### src/rtl/gray_pixel_packer_pkg.sv
// Shared types and constants for the grayscale pixel packer.
package gray_pixel_packer_pkg;

    localparam int WORD_W = 32;
    localparam int PIX_W  = 8;

    typedef enum logic [1:0] {
        IDLE  = 2'd0,
        RUN   = 2'd1,
        DRAIN = 2'd2
    } state_t;

    // Returns word with byte lane 'lane' replaced by 'pix'.
    function automatic logic [WORD_W-1:0] insertLane(
        input logic [WORD_W-1:0] word,
        input logic [1:0]        lane,
        input logic [PIX_W-1:0]  pix
    );
        logic [WORD_W-1:0] result;
        result = word;
        result[lane*PIX_W +: PIX_W] = pix;
        return result;
    endfunction

endpackage

### src/rtl/gray_pixel_packer_word_fifo.sv
// Synchronous FIFO whose head entry and valid flag are registered.
// A word pushed into an empty FIFO shows up on the cycle after the push,
// so there is no same-cycle bypass path from i_data to o_data.
module word_fifo #(
    parameter int DEPTH  = 4,
    parameter int DATA_W = 49
) (
    input  logic              clk,
    input  logic              rst,
    input  logic              i_push,
    input  logic [DATA_W-1:0] i_data,
    input  logic              i_pop,
    output logic [DATA_W-1:0] o_data,
    output logic              o_valid,
    output logic              o_full,
    output logic              o_lastOne
);

    localparam int PTR_W = (DEPTH > 1) ? $clog2(DEPTH) : 1;
    localparam int CNT_W = $clog2(DEPTH + 1);
    localparam logic [PTR_W-1:0] LAST_PTR = PTR_W'(DEPTH - 1);
    localparam logic [CNT_W-1:0] FULL_CNT = CNT_W'(DEPTH);
    localparam logic [CNT_W-1:0] ONE_CNT  = CNT_W'(1);

    logic [DATA_W-1:0] r_mem [DEPTH];
    logic [PTR_W-1:0]  r_wrPtr;
    logic [PTR_W-1:0]  r_rdPtr;
    logic [CNT_W-1:0]  r_count;
    logic [DATA_W-1:0] r_data;
    logic              r_valid;

    logic              w_doPop;
    logic              w_doPush;
    logic [PTR_W-1:0]  w_rdPtrNext;
    logic [PTR_W-1:0]  w_wrPtrNext;
    logic [CNT_W-1:0]  w_remain;
    logic [CNT_W-1:0]  w_countNext;
    logic [DATA_W-1:0] w_headNext;

    // A full FIFO still accepts a push when a pop frees a slot on the same edge.
    assign w_doPop  = i_pop && (r_count != '0);
    assign w_doPush = i_push && ((r_count != FULL_CNT) || w_doPop);

    // Next pointers, occupancy and the entry that becomes the head after this edge.
    always_comb begin
        w_rdPtrNext = r_rdPtr;
        w_wrPtrNext = r_wrPtr;
        if (w_doPop) begin
            w_rdPtrNext = (r_rdPtr == LAST_PTR) ? '0 : r_rdPtr + PTR_W'(1);
        end
        if (w_doPush) begin
            w_wrPtrNext = (r_wrPtr == LAST_PTR) ? '0 : r_wrPtr + PTR_W'(1);
        end
        w_remain    = r_count - CNT_W'(w_doPop);
        w_countNext = w_remain + CNT_W'(w_doPush);
        w_headNext  = (w_remain == '0) ? i_data : r_mem[w_rdPtrNext];
    end

    // Storage array; written only, never reset, since occupancy tracks validity.
    always_ff @(posedge clk) begin
        if (w_doPush) begin
            r_mem[r_wrPtr] <= i_data;
        end
    end

    // Pointers, occupancy and the registered head/valid outputs.
    always_ff @(posedge clk or posedge rst) begin
        if (rst) begin
            r_wrPtr <= '0;
            r_rdPtr <= '0;
            r_count <= '0;
            r_data  <= '0;
            r_valid <= 1'b0;
        end else begin
            r_wrPtr <= w_wrPtrNext;
            r_rdPtr <= w_rdPtrNext;
            r_count <= w_countNext;
            r_valid <= (w_countNext != '0);
            if (w_countNext != '0) begin
                r_data <= w_headNext;
            end
        end
    end

    assign o_data    = r_data;
    assign o_valid   = r_valid;
    assign o_full    = (r_count == FULL_CNT);
    assign o_lastOne = (r_count == ONE_CNT);

endmodule

### src/rtl/gray_pixel_packer.sv
// Packs a frame of 8-bit grayscale pixels into 32-bit words with word
// addresses and hands them to a sink through a small output FIFO.
module gray_pixel_packer
    import gray_pixel_packer_pkg::*;
#(
    parameter int IMG_W      = 640,
    parameter int IMG_H      = 480,
    parameter int ADDR_W     = 17,
    parameter int FIFO_DEPTH = 4
) (
    input  logic              clk,
    input  logic              rst,
    input  logic              start_i,
    input  logic [PIX_W-1:0]  gray_i,
    input  logic              gray_valid_i,
    output logic [WORD_W-1:0] word_o,
    output logic [ADDR_W-1:0] addr_o,
    output logic              word_valid_o,
    input  logic              word_ready_i,
    output logic              busy_o,
    output logic              frame_done_o,
    output logic              overflow_o
);

    localparam int COL_W  = (IMG_W > 1) ? $clog2(IMG_W) : 1;
    localparam int ROW_W  = (IMG_H > 1) ? $clog2(IMG_H) : 1;
    localparam int FIFO_W = WORD_W + ADDR_W;
    localparam logic [COL_W-1:0] LAST_COL = COL_W'(IMG_W - 1);
    localparam logic [ROW_W-1:0] LAST_ROW = ROW_W'(IMG_H - 1);

    state_t            r_state;
    state_t            w_nextState;
    logic [1:0]        r_pixCnt;
    logic [COL_W-1:0]  r_col;
    logic [ROW_W-1:0]  r_row;
    logic [ADDR_W-1:0] r_addr;
    logic [WORD_W-1:0] r_word;
    logic              r_overflow;

    logic              w_startFrame;
    logic              w_strobe;
    logic              w_fourth;
    logic              w_lastPixel;
    logic              w_drop;
    logic              w_lastXfer;
    logic [WORD_W-1:0] w_fullWord;
    logic [FIFO_W-1:0] w_fifoIn;
    logic [FIFO_W-1:0] w_fifoOut;
    logic              w_fifoFull;
    logic              w_fifoLast;

    // Pixel strobes only count while a frame is being captured.
    assign w_startFrame = (r_state == IDLE) && start_i;
    assign w_strobe     = (r_state == RUN) && gray_valid_i;
    assign w_fourth     = w_strobe && (r_pixCnt == 2'd3);
    assign w_lastPixel  = w_strobe && (r_col == LAST_COL) && (r_row == LAST_ROW);
    assign w_fullWord   = insertLane(r_word, r_pixCnt, gray_i);
    assign w_fifoIn     = {r_addr, w_fullWord};
    assign w_drop       = w_fourth && w_fifoFull && !word_ready_i;
    assign w_lastXfer   = word_valid_o && word_ready_i && w_fifoLast;

    word_fifo #(
        .DEPTH  (FIFO_DEPTH),
        .DATA_W (FIFO_W)
    ) u_fifo (
        .clk       (clk),
        .rst       (rst),
        .i_push    (w_fourth),
        .i_data    (w_fifoIn),
        .i_pop     (word_ready_i),
        .o_data    (w_fifoOut),
        .o_valid   (word_valid_o),
        .o_full    (w_fifoFull),
        .o_lastOne (w_fifoLast)
    );

    assign word_o     = w_fifoOut[WORD_W-1:0];
    assign addr_o     = w_fifoOut[FIFO_W-1:WORD_W];
    assign overflow_o = r_overflow;

    // State register for the capture sequencer.
    always_ff @(posedge clk or posedge rst) begin
        if (rst) begin
            r_state <= IDLE;
        end else begin
            r_state <= w_nextState;
        end
    end

    // Next state plus busy and end-of-frame indications.
    always_comb begin
        w_nextState  = r_state;
        busy_o       = 1'b0;
        frame_done_o = 1'b0;
        case (r_state)
            IDLE: begin
                if (start_i) begin
                    w_nextState = RUN;
                end
            end
            RUN: begin
                busy_o = 1'b1;
                if (w_lastPixel) begin
                    w_nextState = DRAIN;
                end
            end
            DRAIN: begin
                busy_o = 1'b1;
                if (w_lastXfer) begin
                    frame_done_o = 1'b1;
                    w_nextState  = IDLE;
                end
            end
            default: begin
                w_nextState = IDLE;
            end
        endcase
    end

    // Byte-lane assembly plus pixel, column, row and word-address counters.
    always_ff @(posedge clk or posedge rst) begin
        if (rst) begin
            r_pixCnt <= '0;
            r_col    <= '0;
            r_row    <= '0;
            r_addr   <= '0;
            r_word   <= '0;
        end else if (w_startFrame) begin
            r_pixCnt <= '0;
            r_col    <= '0;
            r_row    <= '0;
            r_addr   <= '0;
            r_word   <= '0;
        end else if (w_strobe) begin
            r_word   <= w_fullWord;
            r_pixCnt <= r_pixCnt + 2'd1;
            if (w_fourth) begin
                r_addr <= r_addr + ADDR_W'(1);
            end
            if (r_col == LAST_COL) begin
                r_col <= '0;
                r_row <= (r_row == LAST_ROW) ? '0 : r_row + ROW_W'(1);
            end else begin
                r_col <= r_col + COL_W'(1);
            end
        end
    end

    // Sticky flag recording that a completed word found no room in the FIFO.
    always_ff @(posedge clk or posedge rst) begin
        if (rst) begin
            r_overflow <= 1'b0;
        end else if (w_startFrame) begin
            r_overflow <= 1'b0;
        end else if (w_drop) begin
            r_overflow <= 1'b1;
        end
    end

endmodule

### config.mk
export PLATFORM = sky130hd
export DESIGN_NAME = gray_pixel_packer
export DESIGN_NICKNAME = d
export VERILOG_FILES = /design/src/rtl/gray_pixel_packer_pkg.sv /design/src/rtl/gray_pixel_packer_word_fifo.sv /design/src/rtl/gray_pixel_packer.sv
export SDC_FILE = /design/constraint.sdc
export NUM_CORES = 1
export LEC_CHECK = 0
export BUFFER_PORTS_ARGS = -buffer_cell sky130_fd_sc_hd__buf_2
export CAP_MARGIN = 10
export CELL_PAD_IN_SITES_DETAIL_PLACEMENT = 0
export CELL_PAD_IN_SITES_GLOBAL_PLACEMENT = 1
export CORE_AREA = 2 2 122 242
export CTS_CLUSTER_SIZE = 8
export DETAILED_ROUTE_END_ITERATION = 7
export DIE_AREA = 0 0 124 244
export HOLD_SLACK_MARGIN = 0.08
export MAX_ROUTING_LAYER = met4
export PLACE_DENSITY_LB_ADDON = 0.3
export SYNTH_ARGS = -nofsm -noshare
export SYNTH_HDL_FRONTEND = slang
export SYNTH_SLANG_ARGS = --single-unit
export TNS_END_PERCENT = 10
### constraint.sdc
create_clock -name clk -period 4.3 [get_ports clk]
set_clock_uncertainty 0.15 [all_clocks]
set_input_delay 0 -clock clk [delete_from_list [all_inputs] [get_ports clk]]
set_output_delay 0 -clock clk [all_outputs]
set_load 0.005 [all_outputs]
Yosys cells after proc, flatten, opt, wreduce, memory -nomap -nowiden:

Memories as Yosys holds them, arrays and structs flattened.
Cells that the tools add are included.

* register bits after elaboration: 130
* memory bits (writable): 196
* logic and storage cells: 92
* output and inout port bits: 53
* memories kept: 1

* eq/ne operators: 13
* mux-type cells: 30
* reductions and logical operators: 25
* add/subtract/negate cells: 9
* shifts and indexed selects: 2

Memory list
* u_fifo.r_mem: words 4, bits a word 49, rd ports 1, clocked after memory_dff 0, wr ports 1, RTL line gray_pixel_packer_word_fifo.sv:25 `logic [DATA_W-1:0] r_mem [DEPTH];`

Operator list (count)
* 32-bit 2-to-1 mux: 2
* 17-bit 2-to-1 mux: 3
* 49-bit 2-to-1 mux: 1
* 9-bit 2-to-1 mux: 4
* 5-bit negation with 34-bit output: 1
* 8-bit by 34-bit variable shift with 32-bit output (first input constant): 1
* 8-bit by 34-bit indexed part select with 32-bit output: 1
* 32-bit bitwise mux: 1
* 10-bit 2-to-1 mux: 3
* 17-bit by 1-bit adder with 17-bit output (second input constant): 1
* 2-bit 2-to-1 mux: 8
* 1-bit logical AND: 11
* 10-bit by 1-bit adder with 10-bit output (second input constant): 1
* 10-bit equality test (second input constant): 1
* 9-bit by 1-bit adder with 9-bit output (second input constant): 1
* 9-bit equality test (second input constant): 1
* 2-bit equality test (second input constant): 4
* 2-bit nonzero test: 4
* 1-bit 2-to-1 mux: 7
* 2-bit by 1-bit adder with 2-bit output (second input constant): 3
* 2-bit != test (second input constant): 3
* 2-bit one-hot mux with 3 select lines: 1
* 3-bit nonzero test: 2
* 2-bit AND reduction: 2
* other kinds (12): 12

Longest topological paths before layout:

Gate-level depths: netlist (run 1).

* depth in word-level cells: 7
* mapped depth: 15
* gate-level depth less buffers: 12

Cells and area by module:

A second synthesis (run 1) with hierarchy kept.

* cell total of the unflattened synthesis: 1120
* area, all modules: 14790.4 µm²

By module, submodules not included
* word_fifo: area an instance 10533.9 µm², instances 1, seq. area each 7312.0 µm², cells each 646
* gray_pixel_packer: area an instance 4256.6 µm², instances 1, seq. area each 1826.8 µm², cells each 474

Worst setup path after synthesis (run 1):

OpenSTA, ideal clock, no wires.

* kind: register -> register
* from: register u_fifo.r_count[0]
* to: register u_fifo.r_data[34] (netlist: u_fifo.o_data[34])
* library setup time: 0.082 ns
* path buffers: 3
* setup slack: 1.018 ns
* stages on the path, launching flop included: 14
* data arrival time: 3.050 ns
* cell sequence: dfrtp_1 > o31a_2 > ha_1 > ha_1 > inv_1 > ha_1 > xor3_1 > or3_1 > buf_2 > and3_1 > buf_6 > buf_6 > a211o_1 > a31oi_1

* longest elaborated chain between the ends: 6
* elaborated cells between the ends (all ways): 12
* those cells by class: add/sub (2); eq/ne (1); mux (2); reduce/logical (6); memory (1)

RTL lines
* start, declared: RTL line gray_pixel_packer_word_fifo.sv:28 `logic [CNT_W-1:0] r_count;`
* start signal, assigned: RTL line gray_pixel_packer_word_fifo.sv:77 `r_count <= w_countNext;`
* branches (longest 4 deep; another with 3-bit by 1-bit subtractor with 3-bit output)
* 3-bit by 1-bit adder with 3-bit output (*): RTL line gray_pixel_packer_word_fifo.sv:55 `w_countNext = w_remain + CNT_W'(w_doPush);`
* net u_fifo.w_countNext[2]: RTL line gray_pixel_packer_word_fifo.sv:37 `logic [CNT_W-1:0] w_countNext;`
* 3-bit nonzero test (*): RTL line gray_pixel_packer_word_fifo.sv:79 `if (w_countNext != '0) begin`
* end signal, assigned: RTL line gray_pixel_packer_word_fifo.sv:80 `r_data <= w_headNext;`
* end, declared: RTL line gray_pixel_packer_word_fifo.sv:29 `logic [DATA_W-1:0] r_data;`

Mark *: on every way through the listed nets, which the timed path passes.
A chain may end at the register's enable or synchronous reset.

Worst setup path in the final report (run 1):

* from: register r_state[1]
* to: register u_fifo.r_data[19] (netlist: u_fifo.o_data[19])

* longest elaborated chain between the ends: 6

RTL lines
* start, declared: RTL line gray_pixel_packer.sv:31 `state_t r_state;`
* start signal, assigned: RTL line gray_pixel_packer.sv:86 `r_state <= w_nextState;`
* 2-bit by 1-bit equality test with 1-bit output: RTL line gray_pixel_packer.sv:54 `assign w_strobe = (r_state == RUN) && gray_valid_i;`
* 1-bit logical AND: RTL line gray_pixel_packer.sv:54
* 1-bit logical AND: RTL line gray_pixel_packer.sv:55 `assign w_fourth = w_strobe && (r_pixCnt == 2'd3);`
* 1-bit logical AND: RTL line gray_pixel_packer_word_fifo.sv:42 `assign w_doPush = i_push && ((r_count != FULL_CNT) || w_doPop);`
* net u_fifo.w_doPush: RTL line gray_pixel_packer_word_fifo.sv:33 `logic w_doPush;`
* 3-bit by 1-bit adder with 3-bit output: RTL line gray_pixel_packer_word_fifo.sv:55
* net u_fifo.w_countNext[2]: RTL line gray_pixel_packer_word_fifo.sv:37
* 3-bit nonzero test: RTL line gray_pixel_packer_word_fifo.sv:79

The timed path passes the listed nets, and every way through them passes these cells.

==> results of run 1 <==
-- synth_stat cells, drive strengths merged (2+ instances only) --
cell type  count
and4           2
nand4          7
nor4           3
a211o         17
o21ai          5
a31o           2
and2           7
clkbuf        40
and3          12
o32ai         32
nor3           4
nor2         150
nor2b         28
a21oi         30
a211oi        64
a22oi          8
buf           19
mux2          66
inv           49
edfxtp       196
xor2          18
nand3         12
mux2i         19
ha            23
nor4bb         4
xnor2         10
dfrtp        130
nand2         61
a31oi         18
a311oi         3
nor3b         16
or3            2
a41oi          5
-- per-layer routing --
metal / vias to the layer above / global-route usage / part of all wire
met4: 0 / 0.0853 / 0.034
met5: - / - / 0
met2: 169 / 0.404 / 0.55
met3: 65 / 0.0285 / 0.030
met1: 4464 / 0.263 / 0.38
li1: 4146 / - / -
-- stage by stage --
step           area, µm²  power [µW]  worst slack, ns
2_1_floorplan      13900        7460            0.681
3_3_place_gp       14800        8820            0.650
3_5_place_dp       14800        8950            0.505
4_1_cts            16200       12300            0.494
5_1_grt            16200       12900            0.240
6_report           16200       12200            0.492
-- registers in the layout, indices dropped and copies added, names as in the netlist --
signal          cells
u_fifo.o_data      49
u_fifo.r_count      3
r_word             32
overflow_o          1
r_state             2
r_pixCnt            2
r_addr             17
r_row               9
u_fifo.o_valid      1
u_fifo.r_rdPtr      2
u_fifo.r_mem      196
u_fifo.r_wrPtr      2
r_col              10
-- critical path: cells and delay by family (launching register included) --
kind | cells | cell delay, ns
and+or+nand+nor | 6 | 1.39
buffers and inverters | 3 | 0.73
adders and majority gates | 3 | 0.56
DFF | 1 | 0.39
xor gates and xnor gates | 1 | 0.32
AOI/OAI and AO/OA | 1 | 0.15
-- worst min path at each step --
stage | startpoint | end | slack [ns]
after global routing | gray_i[2] | u_fifo.r_mem[2][10]$_DFFE_PP_ | 0.37
after detailed placement | rst | u_fifo.o_data[44]$_DFFE_PP0P_ | -0.02
after CTS | gray_i[2] | u_fifo.r_mem[3][10]$_DFFE_PP_ | 0.33
after global placement | rst | u_fifo.o_data[26]$_DFFE_PP0P_ | -0.02
final | start_i | r_col[0]$_DFFE_PP0P_ | 0.34
after floorplan | gray_i[0] | u_fifo.r_mem[0][0]$_DFFE_PP_ | 0.11
-- cell families after synthesis --
logic type,Yosys count,synth area share
flops,326,0.656
buf+inv,108,0.0314
compound gates,189,0.0998
simple gates,312,0.105
fa+ha+maj,23,0.0206
xor+xnor,29,0.0193
mux,85,0.0679
-- timing repair --
| item | CTS | global route |
|---|---|---|
| hold buffers | 14 | 0 |
| hold endpoints to repair | 334 | 0 |
| endpoints found under the setup margin | 0 | 0 |
-- area by class of cell --
cell class	instances	area, µm²	area share
clock inverters	2	28.8	0.00177
flip-flops and latches	326	9140	0.562
well taps	356	445	0.0274
inverters	49	189	0.0116
clock buffers	81	1310	0.0809
multi-input cells	638	4400	0.271
repair buffers	106	731	0.0450
-- where the power goes --
part / switching (µW) / total [µW] / internal (µW)
sequential: 315 / 4310 / 3990
combinational: 2740 / 4550 / 1810
clock: 1290 / 3340 / 2050
==> metrics.yaml, run 1 <==
outcome:
  status: "complete, no violations"
placed_design:
  gp_congestion: 0.798
  io_buffers: 65
  place_inst: 1461
  dp_hpwl_um: 20100
synthesis:
  netlist_instances: 1072
  synth_area_per_cell_um2: 13.0
  ys_types: 51
  synth.area.top_cells: "edfxtp_1, dfrtp_1, mux2_2"
  ys_ff_latch: 326
  yosysSeqAreaShare: 0.656
  synth_nets: 1108
  ys_async_sr_fraction: 0.399
  yosys.area.top_type: "edfxtp_1"
  synth-edff-count: 196
  yosysTopAreaCellShare: 0.422
  syn_area_mm2: 0.0139
  ys.flop_type: "edfxtp_1"
  ys_warn_count: 0
setup_path:
  cp.required_ns: 4.62
  crit_start: "r_state[1]$_DFFE_PP0P_"
  rr_endpoint: "u_fifo.o_data[19]$_DFFE_PP0P_"
  crit_path_end_kind: "flop"
  crit_slowest_cell: "or3_2"
  critPathArrivalTime_ns: 4.12
  endpoint: "u_fifo.o_data[19]$_DFFE_PP0P_"
  r2r_cells: 14
  worstSetupStartpointType: "flop"
  cp_common_cell: "ha_1"
  crit_chain: "inv_1, ha_1, and2_2, nand2_1, nor2_1, ha_1, ha_1, xor3_1, or3_2, buf_4, nand2_1, buf_4, o32ai_1, nor2_1"
  path_max_fanout: 34
  critPathMaxStageDelay_ns: 0.45
  r2r-start: "r_state[1]$_DFFE_PP0P_"
  crit_type: "flop to flop"
  reg2reg_slack_ns: 0.49
grt:
  grt_usage: 0.229
  antenna_found_initial: 0
  grt_pass1_wl_um: 51200
  grt_overflow: 0
  grt_start_max_net_pins: 75
  grt_pass1_vias: 9044
cts:
  cts-resized-gates: 0
  post_cts_buffers: 0
  clk_pin_slew_ns: 0.06
  clk_latency_ns: 0.55
  cts_tree: "done"
  clk_path_buf_depth: 3
  clock_sinks: 326
  cts_made_buffers: 46
  h-tree-depth: 2
  cts-root-buf: "clkbuf_16"
power_and_ir_drop:
  leakage_uw: 0.00643
  cellPowerDensity_mw_per_mm2: 751
  ir_drop_uv: 509
min_path:
  hold_path.class: "input port to flop"
  hold_depth: 5
die:
  fp-row-count: 87
  initial_core_util: 0.493
  die_area_mm2: 0.0303
  die-height_um: 244
  core_region_area_mm2: 0.0283
  pin_count: 66
  dieWidth_um: 124
cells_and_area:
  antenna_cells: 0
  layout-drive-gt1-share: 0.186
  final_cell_mix: "edfxtp_1, nor2_1, dfrtp_1"
  final_cell_count_no_fill: 1558
  final_core_util: 0.574
  syn_to_final_growth_pct: 16.6
  mostFrequentLayoutCell: "edfxtp_1"
  fin_nets: 1203
  final.fill_count: 2390
timing:
  fmax_ghz: 0.263
  setup_viol: 0
  drv_slew: 0
  grt_setup_unrepaired: "no"
  fin_setup_tns_ns: 0
  fin_hold_ws_ns: 0.336
  tightest_slew_ns: 0.978
  fin_crit_sh: 0.886
  fin_crit_ns: 3.81
  slew_headroom: 0.343
  finalHoldViolCount: 0
drt:
  num_vias: 8844
  detail-route-antenna-nets: 0
  dr.pass1.iters: 5
  dr.first_iter.drc_count: 592
  viasPerCell: 5.68
  drc_errors: 0
  wire_per_inst_um: 20.8
  wl_um: 32400
run:
  maxCapViolCount: 0
(Power assumes the default switching activity.)
==> inputs of run 2 (changes only) <==
CORE_AREA = 2 2 128 254   (was 2 2 122 242)
DIE_AREA = 0 0 130 256   (was 0 0 124 244)
==> run 2 against run 1 <==
Compared with the run above:
- core utilization shrank 5.5 points
- routed wire length grew 3.8%
- final area grew 0.41%
- count of clock-buffer cells in the layout is the same
==> metrics.yaml, run 2 (same netlist as run 1, synthesis figures left out) <==
outcome:
  status: "complete, no violations"
placed_design:
  place_inst: 1528  # +4.6%
  dp_slack_ns: 0.490  # -0.0151 ns
  dp_hpwl_um: 20300  # +1.1%
  io_buffers: 65  # unchanged
  gp_congestion: 0.793  # -0.61%
timing:
  tightest_slew_ns: 0.869  # -0.109 ns
  finalHoldViolCount: 0  # unchanged
  setup_viol: 0  # unchanged
  fin_crit_sh: 0.884  # -0.00199
  fin_setup_tns_ns: 0  # unchanged
  fin_crit_ns: 3.80  # -0.00858 ns
  grt_setup_unrepaired: "no"
  drv_slew: 0  # unchanged
  fmax_ghz: 0.263  # +0.23%
  slew_headroom: 0.421  # +0.0778
  fin_ws_ns: 0.501  # +0.00858 ns
drt:
  detail-route-antenna-nets: 0  # unchanged
  viasPerCell: 5.42  # -4.4%
  wl_um: 33600  # +3.8%
  dr.first_iter.drc_count: 612  # +3.4%
  wire_per_inst_um: 20.7  # -0.39%
  dr.pass1.iters: 7  # +2
  num_vias: 8804  # -0.45%
  drc_errors: 0  # unchanged
cts:
  cts-resized-gates: 0  # unchanged
  clk_path_buf_depth: 3  # unchanged
  post_cts_buffers: 0  # unchanged
  clk_pin_slew_ns: 0.05  # about the same
  cts_tree: "done"
  clock_sinks: 326  # unchanged
  h-tree-depth: 2  # unchanged
  cts-root-buf: "clkbuf_16"
  clk_latency_ns: 0.54  # about the same
  cts_made_buffers: 46  # unchanged
cells_and_area:
  largest_reg_flops: 196  # unchanged
  mostFrequentLayoutCell: "edfxtp_1"
  fin_nets: 1202  # -0.083%
  final_cell_count_no_fill: 1623  # +4.2%
  layout-drive-gt1-share: 0.186  # -0.000523
  final_cell_mix: "edfxtp_1, nor2_1, dfrtp_1"
  final.fill_count: 2754  # +15%
  syn_to_final_growth_pct: 17.0
  largest-register: "u_fifo.r_mem"
  antenna_cells: 0  # unchanged
die:
  dieWidth_um: 130  # +4.8%
  fp-row-count: 92  # +5.7%
  initial_core_util: 0.444  # -0.0489
  core_region_area_mm2: 0.0314  # +11%
  die-height_um: 256  # +4.9%
  die_area_mm2: 0.0333  # +10%
  pin_count: 66  # unchanged
setup_path:
  crit_slowest_cell: "or3_2"
  critPathTopFamily: "simple AND/OR/NAND/NOR gates"
  r2r-start: "u_fifo.r_count[0]$_DFF_PP0_"
  critPathArrivalTime_ns: 4.11  # about the same
  worstSetupStartpointType: "flop"
  path_buf_inv: 2  # -1
  crit_chain: "o31a_2, ha_1, ha_1, inv_1, ha_1, xor3_1, or3_2, buf_4, and3_1, a31oi_1"
  crit_path_end_kind: "flop"
  cp.required_ns: 4.61  # about the same
  crit_type: "flop to flop"
  critPathMaxStageDelay_ns: 0.48  # +0.03 ns
  crit_start: "u_fifo.r_count[0]$_DFF_PP0_"
  path_max_fanout: 21  # -38%
  cp_common_cell: "ha_1"
grt:
  use_met1: 0.237  # -0.0263
  met2_usage: 0.388  # -0.0166
  antenna_found_initial: 0  # unchanged
  grt_start_max_net_pins: 75  # unchanged
  grt_use_met3: 0.0295  # +0.00102
  top_usage_layer: "met2"
  grt_pass1_wl_um: 53300  # +4.1%
  grt_usage: 0.216  # -0.0134
  grt_overflow: 0  # unchanged
  grt_pass1_vias: 9393  # +3.9%
power_and_ir_drop:
  ir_drop_uv: 460  # -9.5%
  p_sw_frac: 0.359  # +0.00269
  cellPowerDensity_mw_per_mm2: 750  # about the same
  leakage_uw: 0.00642  # -0.18%
  p_int_uw: 7850  # about the same
  power_frac_comb: 0.376  # +0.003
  p_switching_uw: 4390  # +1.1%
  seq_power_share: 0.351  # -0.002
  clkPwrFrac: 0.272  # -0.002
min_path:
  hold_path.class: "input port to flop"
  hold_start: "word_ready_i"
run:
  maxCapViolCount: 0  # unchanged
-- run 2: cell count changes in the layout (fill, tap and decap cells not counted), sizes merged --
| cell | before | now |
|---|---|---|
| inv | 51 | 50 |
| dlygate4sd3 | 14 | 13 |
-- run 2: path summary, 6_finish.rpt --
check | cells past startpoint | slack [ns] | to
max | 10 | 0.50 | u_fifo.o_data[44]$_DFFE_PP0P_
min | 5 | 0.30 | overflow_o$_DFFE_PP0P_
max reg2reg | 10 | 0.50 | u_fifo.o_data[44]$_DFFE_PP0P_
min reg2reg | 1 | 0.35 | r_row[7]$_DFFE_PP0P_
max in group asynchronous | 5 | 2.38 | u_fifo.o_data[6]$_DFFE_PP0P_
min in group asynchronous | 4 | 0.57 | u_fifo.o_data[26]$_DFFE_PP0P_
-- run 2: worst min-delay path: stages --
cell,delay (ns)
dlygate4sd3_1,0.52
buf_2,0.14
nor4b_1,0.07
a31oi_1,0.17
nor2_1,0.05
-- run 2: timing repair --
| item | 4_1_cts | 5_1_grt |
|---|---|---|
| setup endpoints to repair | 0 | 0 |
| hold buffers | 13 | 0 |
| hold endpoints to repair | 289 | 0 |
-- run 2: through the flow --
| step | power [µW] | hold WS [ns] | utilization | area [µm²] |
|---|---|---|---|---|
| 3_3_place_gp | 8920 | 0.0186 | 0.473 | 14900 |
| 6_report | 12200 | 0.305 | 0.519 | 16300 |
| 4_1_cts | 12400 | 0.282 | 0.519 | 16300 |
| 3_5_place_dp | 9010 | 0.0228 | 0.473 | 14900 |
| 5_1_grt | 13000 | 0.372 | 0.519 | 16300 |
| 2_1_floorplan | 7460 | 0.107 | - | 13900 |
-- run 2: power groups by stage --
stage | registers [µW] | clock network (µW) | logic (µW)
floorplan | 4280 | 0 | 3190
global placement | 4350 | 0 | 4570
detailed placement | 4360 | 0 | 4640
CTS | 4310 | 3400 | 4680
global route | 4350 | 3520 | 5090
finish | 4300 | 3330 | 4610
-- run 2: cell type report --
class	count	area (µm²)	area share
multi-input cells	638	4400	0.270
well taps	423	529	0.0324
repair buffers	105	733	0.0449
clock inverters	1	8.76	0.000537
clock buffers	81	1310	0.0805
flip-flops and latches	326	9140	0.560
inverters	49	189	0.0116
-- run 2: layer usage --
metal,share of wire,vias up
met5,0,-
met4,0.035,0
met3,0.029,83
met2,0.55,172
met1,0.38,4411
li1,-,4138
